[src/rtl/rcn_dma_sched.sv]
// Round-robin DMA request scheduler: latches request edges into per-channel
// pending flags, offers one channel at a time to the engine over valid/ready,
// waits for done and acks the requester. A watchdog aborts stuck transfers.
module rcn_dma_sched #(
  parameter int unsigned CHANNELS  = 16,
  parameter int unsigned TIMEOUT_W = 16
) (
  input  logic                 clk,
  input  logic                 rst_n,
  input  logic [CHANNELS-1:0]  req,
  input  logic [CHANNELS-1:0]  ch_enable,
  input  logic [TIMEOUT_W-1:0] timeout,
  output logic                 grant_valid,
  output logic [3:0]           grant_ch,
  input  logic                 grant_ready,
  input  logic                 done,
  output logic [CHANNELS-1:0]  ack,
  output logic                 busy,
  output logic                 timeout_err,
  output logic [3:0]           err_ch
);

  localparam logic [1:0] S_IDLE   = 2'd0;
  localparam logic [1:0] S_OFFER  = 2'd1;
  localparam logic [1:0] S_ACTIVE = 2'd2;

  localparam logic [4:0]           CH_N    = 5'(CHANNELS);
  localparam logic [3:0]           CH_LAST = 4'(CHANNELS - 1);
  localparam logic [TIMEOUT_W-1:0] TMR_ONE = {{(TIMEOUT_W-1){1'b0}}, 1'b1};
  localparam logic [CHANNELS-1:0]  OH_ONE  = {{(CHANNELS-1){1'b0}}, 1'b1};

  logic [1:0]           r_state;
  logic [CHANNELS-1:0]  r_req_q;
  logic [CHANNELS-1:0]  r_pending;
  logic [CHANNELS-1:0]  r_ack;
  logic [3:0]           r_grant_ch;
  logic [3:0]           r_err_ch;
  logic [3:0]           r_last;
  logic                 r_grant_valid;
  logic                 r_timeout_err;
  logic                 r_wd_en;
  logic [TIMEOUT_W-1:0] r_timer;

  logic                 w_accept;
  logic [CHANNELS-1:0]  w_grant_oh;
  logic [CHANNELS-1:0]  w_edge;
  logic [CHANNELS-1:0]  w_acc_clr;
  logic [CHANNELS-1:0]  w_pending_nxt;
  logic                 w_found;
  logic [3:0]           w_pick;
  logic [4:0]           w_idx;

  assign w_accept   = (r_state == S_OFFER) && grant_ready;
  assign w_grant_oh = OH_ONE << r_grant_ch;
  assign w_edge     = req & ~r_req_q & ch_enable;
  assign w_acc_clr  = w_accept ? w_grant_oh : '0;
  // A fresh edge re-arms a channel even in its own accept cycle; disable always wins.
  assign w_pending_nxt = ((r_pending & ~w_acc_clr) | w_edge) & ch_enable;

  // Round-robin search: first pending channel starting at last+1, wrapping.
  always_comb begin
    w_found = 1'b0;
    w_pick  = '0;
    w_idx   = '0;
    for (int unsigned i = 0; i < CHANNELS; i++) begin
      w_idx = {1'b0, r_last} + 5'd1 + 5'(i);
      if (w_idx >= CH_N) w_idx = w_idx - CH_N;
      if (!w_found && r_pending[w_idx[3:0]]) begin
        w_found = 1'b1;
        w_pick  = w_idx[3:0];
      end
    end
  end

  // Request edge capture and pending flags.
  always_ff @(posedge clk or negedge rst_n) begin
    if (!rst_n) begin
      r_req_q   <= '0;
      r_pending <= '0;
    end else begin
      r_req_q   <= req;
      r_pending <= w_pending_nxt;
    end
  end

  // Scheduler FSM with grant, completion, and watchdog handling.
  always_ff @(posedge clk or negedge rst_n) begin
    if (!rst_n) begin
      r_state       <= S_IDLE;
      r_grant_valid <= 1'b0;
      r_grant_ch    <= '0;
      r_ack         <= '0;
      r_timeout_err <= 1'b0;
      r_err_ch      <= '0;
      r_last        <= CH_LAST;
      r_timer       <= '0;
      r_wd_en       <= 1'b0;
    end else begin
      r_ack         <= '0;
      r_timeout_err <= 1'b0;
      case (r_state)
        S_IDLE: begin
          if (w_found) begin
            r_grant_ch    <= w_pick;
            r_grant_valid <= 1'b1;
            r_state       <= S_OFFER;
          end
        end
        S_OFFER: begin
          if (grant_ready) begin
            r_grant_valid <= 1'b0;
            r_timer       <= timeout;
            r_wd_en       <= |timeout;
            r_state       <= S_ACTIVE;
          end
        end
        S_ACTIVE: begin
          if (done) begin
            r_ack   <= w_grant_oh;
            r_last  <= r_grant_ch;
            r_state <= S_IDLE;
          end else if (r_wd_en) begin
            if (r_timer == TMR_ONE) begin
              r_timeout_err <= 1'b1;
              r_err_ch      <= r_grant_ch;
              r_last        <= r_grant_ch;
              r_state       <= S_IDLE;
            end else begin
              r_timer <= r_timer - TMR_ONE;
            end
          end
        end
        default: begin
          r_grant_valid <= 1'b0;
          r_state       <= S_IDLE;
        end
      endcase
    end
  end

  assign grant_valid = r_grant_valid;
  assign grant_ch    = r_grant_ch;
  assign ack         = r_ack;
  assign busy        = (r_state != S_IDLE);
  assign timeout_err = r_timeout_err;
  assign err_ch      = r_err_ch;

endmodule

[config.mk]
export PLATFORM = sky130hd
export DESIGN_NAME = rcn_dma_sched
export DESIGN_NICKNAME = d
export VERILOG_FILES = /design/src/rtl/rcn_dma_sched.sv
export SDC_FILE = /design/constraint.sdc
export NUM_CORES = 1
export LEC_CHECK = 0
export ABC_AREA = 1
export BUFFER_PORTS_ARGS = -buffer_cell sky130_fd_sc_hd__buf_2
export CELL_PAD_IN_SITES_DETAIL_PLACEMENT = 0
export CELL_PAD_IN_SITES_GLOBAL_PLACEMENT = 1
export CORE_UTILIZATION = 46
export CTS_BUF_LIST = sky130_fd_sc_hd__clkbuf_4
export DETAILED_ROUTE_END_ITERATION = 10
export PLACE_DENSITY_LB_ADDON = 0.1
export SETUP_SLACK_MARGIN = 0.5
export SYNTH_ARGS = -nofsm -noshare
export SYNTH_HDL_FRONTEND = slang
export SYNTH_SLANG_ARGS = --single-unit
[constraint.sdc]
create_clock -name clk -period 8.9 [get_ports clk]
set_clock_uncertainty 0.1 [all_clocks]
set_input_delay 1.78 -clock clk [delete_from_list [all_inputs] [get_ports clk]]
set_output_delay 1.78 -clock clk [all_outputs]
set_load 0.01 [all_outputs]
==> results.md <==
- Fin crit period: 4.99 ns
- Post-DP HPWL: 12800 um
- First-pass GRT wire length: 27500 um
- Run status: finished, final reports clean
- Top cell type's share of synthesized area: 33.4%
- Num CTS Buffers: 9
- Vias in the first global route: ~5.4k
- Buf/Inv on CP: 3
- GRT Util Overall: 27.4%
- Fill cells: 1236
- Post-synth EDFFs: 0
- CP Data Arrival Time: 5.24 ns
- Critical R2R Launch: r_last[0]
- Required @ worst endpoint: 9.15 ns
- Synth cell types: 44
- Routed Antenna Nets: 0
- Max-Cap Viols: 0
- Via/cell ratio: ~5.3
- Post-synthesis register bit count: 81
- Nature of the critical path endpoint: register
- Final slew viol count: 0
- Delay-heaviest family, CP: simple AND/OR/NAND/NOR gates
- Resized Gates After CTS: 0
- Main flop type after synthesis: dfrtp_1
- Critical-path cell list: inv_2, ha_1, inv_2, nand2_2, nand2_2, nand2_1, nand2_1, nand2_1, nand3_2, nand2_4, nor2_4, nand4_1, nor2_1, nand4_1, nor2_2, nand3_2, nor2_4, nand4_2, nand2_4, inv_2, nand3_1, nand2_1
- Clock Latency Late Sink: approximately 0.46 ns
- Top Ports: 79
- Detailed-route via count: 5832
- CTS tree: built
- Post-Syn Nets: 915
- Synth top area cells: dfrtp_1, nand2_1, nor2_1, nand3_1, inv_1
- Worst-path clk slew: 0.14 ns
- Grt ovf: 0
- Slew HR: between 30% and 40%
- Fraction of the yosys area taken by sequential cells: roughly a third
- Crit start category: register
- Worst Hold Class: reg -> reg
- Part of the cycle the worst path needs: 56.1%
- Initial Utilization: 47.7%
- Area leader, netlist: dfrtp_1
- CTS Buffer Depth: 2
- Post-CTS Setup Repair Bufs: 0
- Initial DRC count: 355
- Worst Hold Depth: 3
- Worst Min Path Start: r_req_q[8]
- Cell Area, Synth: 0.00577 mm2
- H-tree depth: 3
- Most common cell after layout, fill and taps aside: nand2_1
- Crit Path Class: reg -> reg
- Routability Congestion: 0.916
- Final setup TNS: 0 ns
- R2R cell count: 22
- Area grow syn2layout: 11.0%
- Final Hold Fails: 0
- Core Region: 0.0121 mm2
- Synthesized area per cell: between 6 and 7 um2
- Die Y: 114 um
- Final setup fails: 0
- Path length in cells of the critical path: 22
- Top cell by count, worst path: nand2_1
- Port bufs: 78
- Die Span X: 114 um
- Fin nets: 981
- Root buf cell: clkbuf_4
- Max Freq: 0.200 GHz
- Async S/R FF share, synth: 100%
- Avg WL per Cell: 15.3 um
- Largest net degree at the start of global routing: 82
- Crit Path Max Fanout: 33
- RSZ-0062 raised after global routing: no
- Initial antenna violation count: 0
- Num rows: 40
- DR DRC count: 0
- Tightest Pin Transition: 1.01 ns
- Diodes inserted: 0
- Max stage delay on crit path: between 0.9 and 1 ns
- Final WL: 16800 um
- Yosys warns: 0
- Clk sinks: between 80 and 90
- Fin util: 52.9%
- DR pass1 iterations: 6
- Fraction of layout cells with a size suffix above 1: 17.5%
- Post-Syn Instances: about 860
- Worst path slowest cell: dfstp_2
- Commonest non-fill, non-tap cells in the layout: nand2_1, nor2_1, dfrtp_1, buf_2, inv_1
- Worst Setup SP: r_last[0]
- Cts hold-fix bufs: 0
- Die area: ~0.013 mm2
## flip-flops by register name, indices dropped and copies added (netlist names)
signal / count
r_last: 4
r_req_q: 16
r_pending: 16
ack: 16
grant_ch: 4
r_state: 2
r_timer: 16
err_ch: 4
timeout_err: 1
grant_valid: 1
r_wd_en: 1
## per-layer routing
layer	routed length (um)	vias to the layer above	part of all wire [%]	track usage (%)
li1	-	2919	-	-
met1	8100	2721	48	37.7
met2	7640	166	45	43.7
met3	818	26	4.9	4.89
met4	287	0	1.7	9.26
met5	0	-	0	0
## worst register-to-register path, cell delays in order (launching register included)
cell     delay (ns)
dfstp_2        0.93
inv_2          0.38
ha_1           0.64
inv_2          0.41
nand2_2        0.12
nand2_2        0.32
nand2_1        0.11
nand2_1        0.14
nand2_1        0.11
nand3_2        0.11
nand2_4        0.07
nor2_4         0.11
nand4_1        0.13
nor2_1         0.13
nand4_1        0.11
nor2_2         0.19
nand3_2        0.12
nor2_4         0.16
nand4_2        0.15
nand2_4        0.17
inv_2          0.05
nand3_1        0.08
nand2_1        0.05
## Yosys cell counts (8+ instances only)
| library cell | count |
|---|---|
| a21boi_0 | 16 |
| inv_1 | 76 |
| nand2_1 | 277 |
| nand2_4 | 9 |
| nor2_1 | 103 |
| nand3_1 | 73 |
| a21oi_1 | 15 |
| nor4_1 | 8 |
| nand4_1 | 37 |
| dfrtp_1 | 77 |
| clkbuf_1 | 10 |
| nand2_2 | 22 |
| o21ai_0 | 48 |
## final timing paths
kind	endpoint	slack, ns
max in group asynchronous	r_timer[6]	6.67
min in group asynchronous	r_req_q[3]	1.38
setup / recovery	grant_ch[0]	3.91
setup reg to reg	grant_ch[0]	3.91
hold / removal	r_pending[8]	0.42
hold reg to reg	r_pending[8]	0.42
## cell type report
class	count	area [um2]	area share, %
clock inverter	7	108	1.68
inverter	89	334	5.21
clock buffer	9	67.6	1.05
timing repair buffer	80	408	6.37
multi-input combinational	664	3250	50.7
sequential	81	2030	31.7
tap	168	210	3.28
## cell families (layout without fill, tap and decap cells)
kind of cell / after synthesis / in the layout / synth area share (%)
flip-flops: 81 / 81 / 35.2
AND/OR/NAND/NOR: 555 / 555 / 44.0
AO/OA/AOI/OAI: 100 / 100 / 10.3
buffers and inverters: 114 / 185 / 8.54
adder cells (fa/ha/maj): 4 / 4 / 0.867
XOR/XNOR: 5 / 5 / 1.15
## through the flow
| stage | cell area [um2] | setup WS [ns] | hold WS, ns | cells |
|---|---|---|---|---|
| 2_1_floorplan | 5770 | 5.49 | 0.369 | 859 |
| 3_3_place_gp | 6230 | 4.09 | 0.366 | 1082 |
| 3_5_place_dp | 6230 | 4.04 | 0.380 | 1082 |
| 4_1_cts | 6410 | 4.01 | 0.415 | 1098 |
| 5_1_grt | 6410 | 3.50 | 0.432 | 1098 |
| 6_report | 6410 | 3.91 | 0.416 | 1098 |
Power is not shown: default switching activity piles up to over one toggle a cycle in this logic, so the estimate is an artifact.
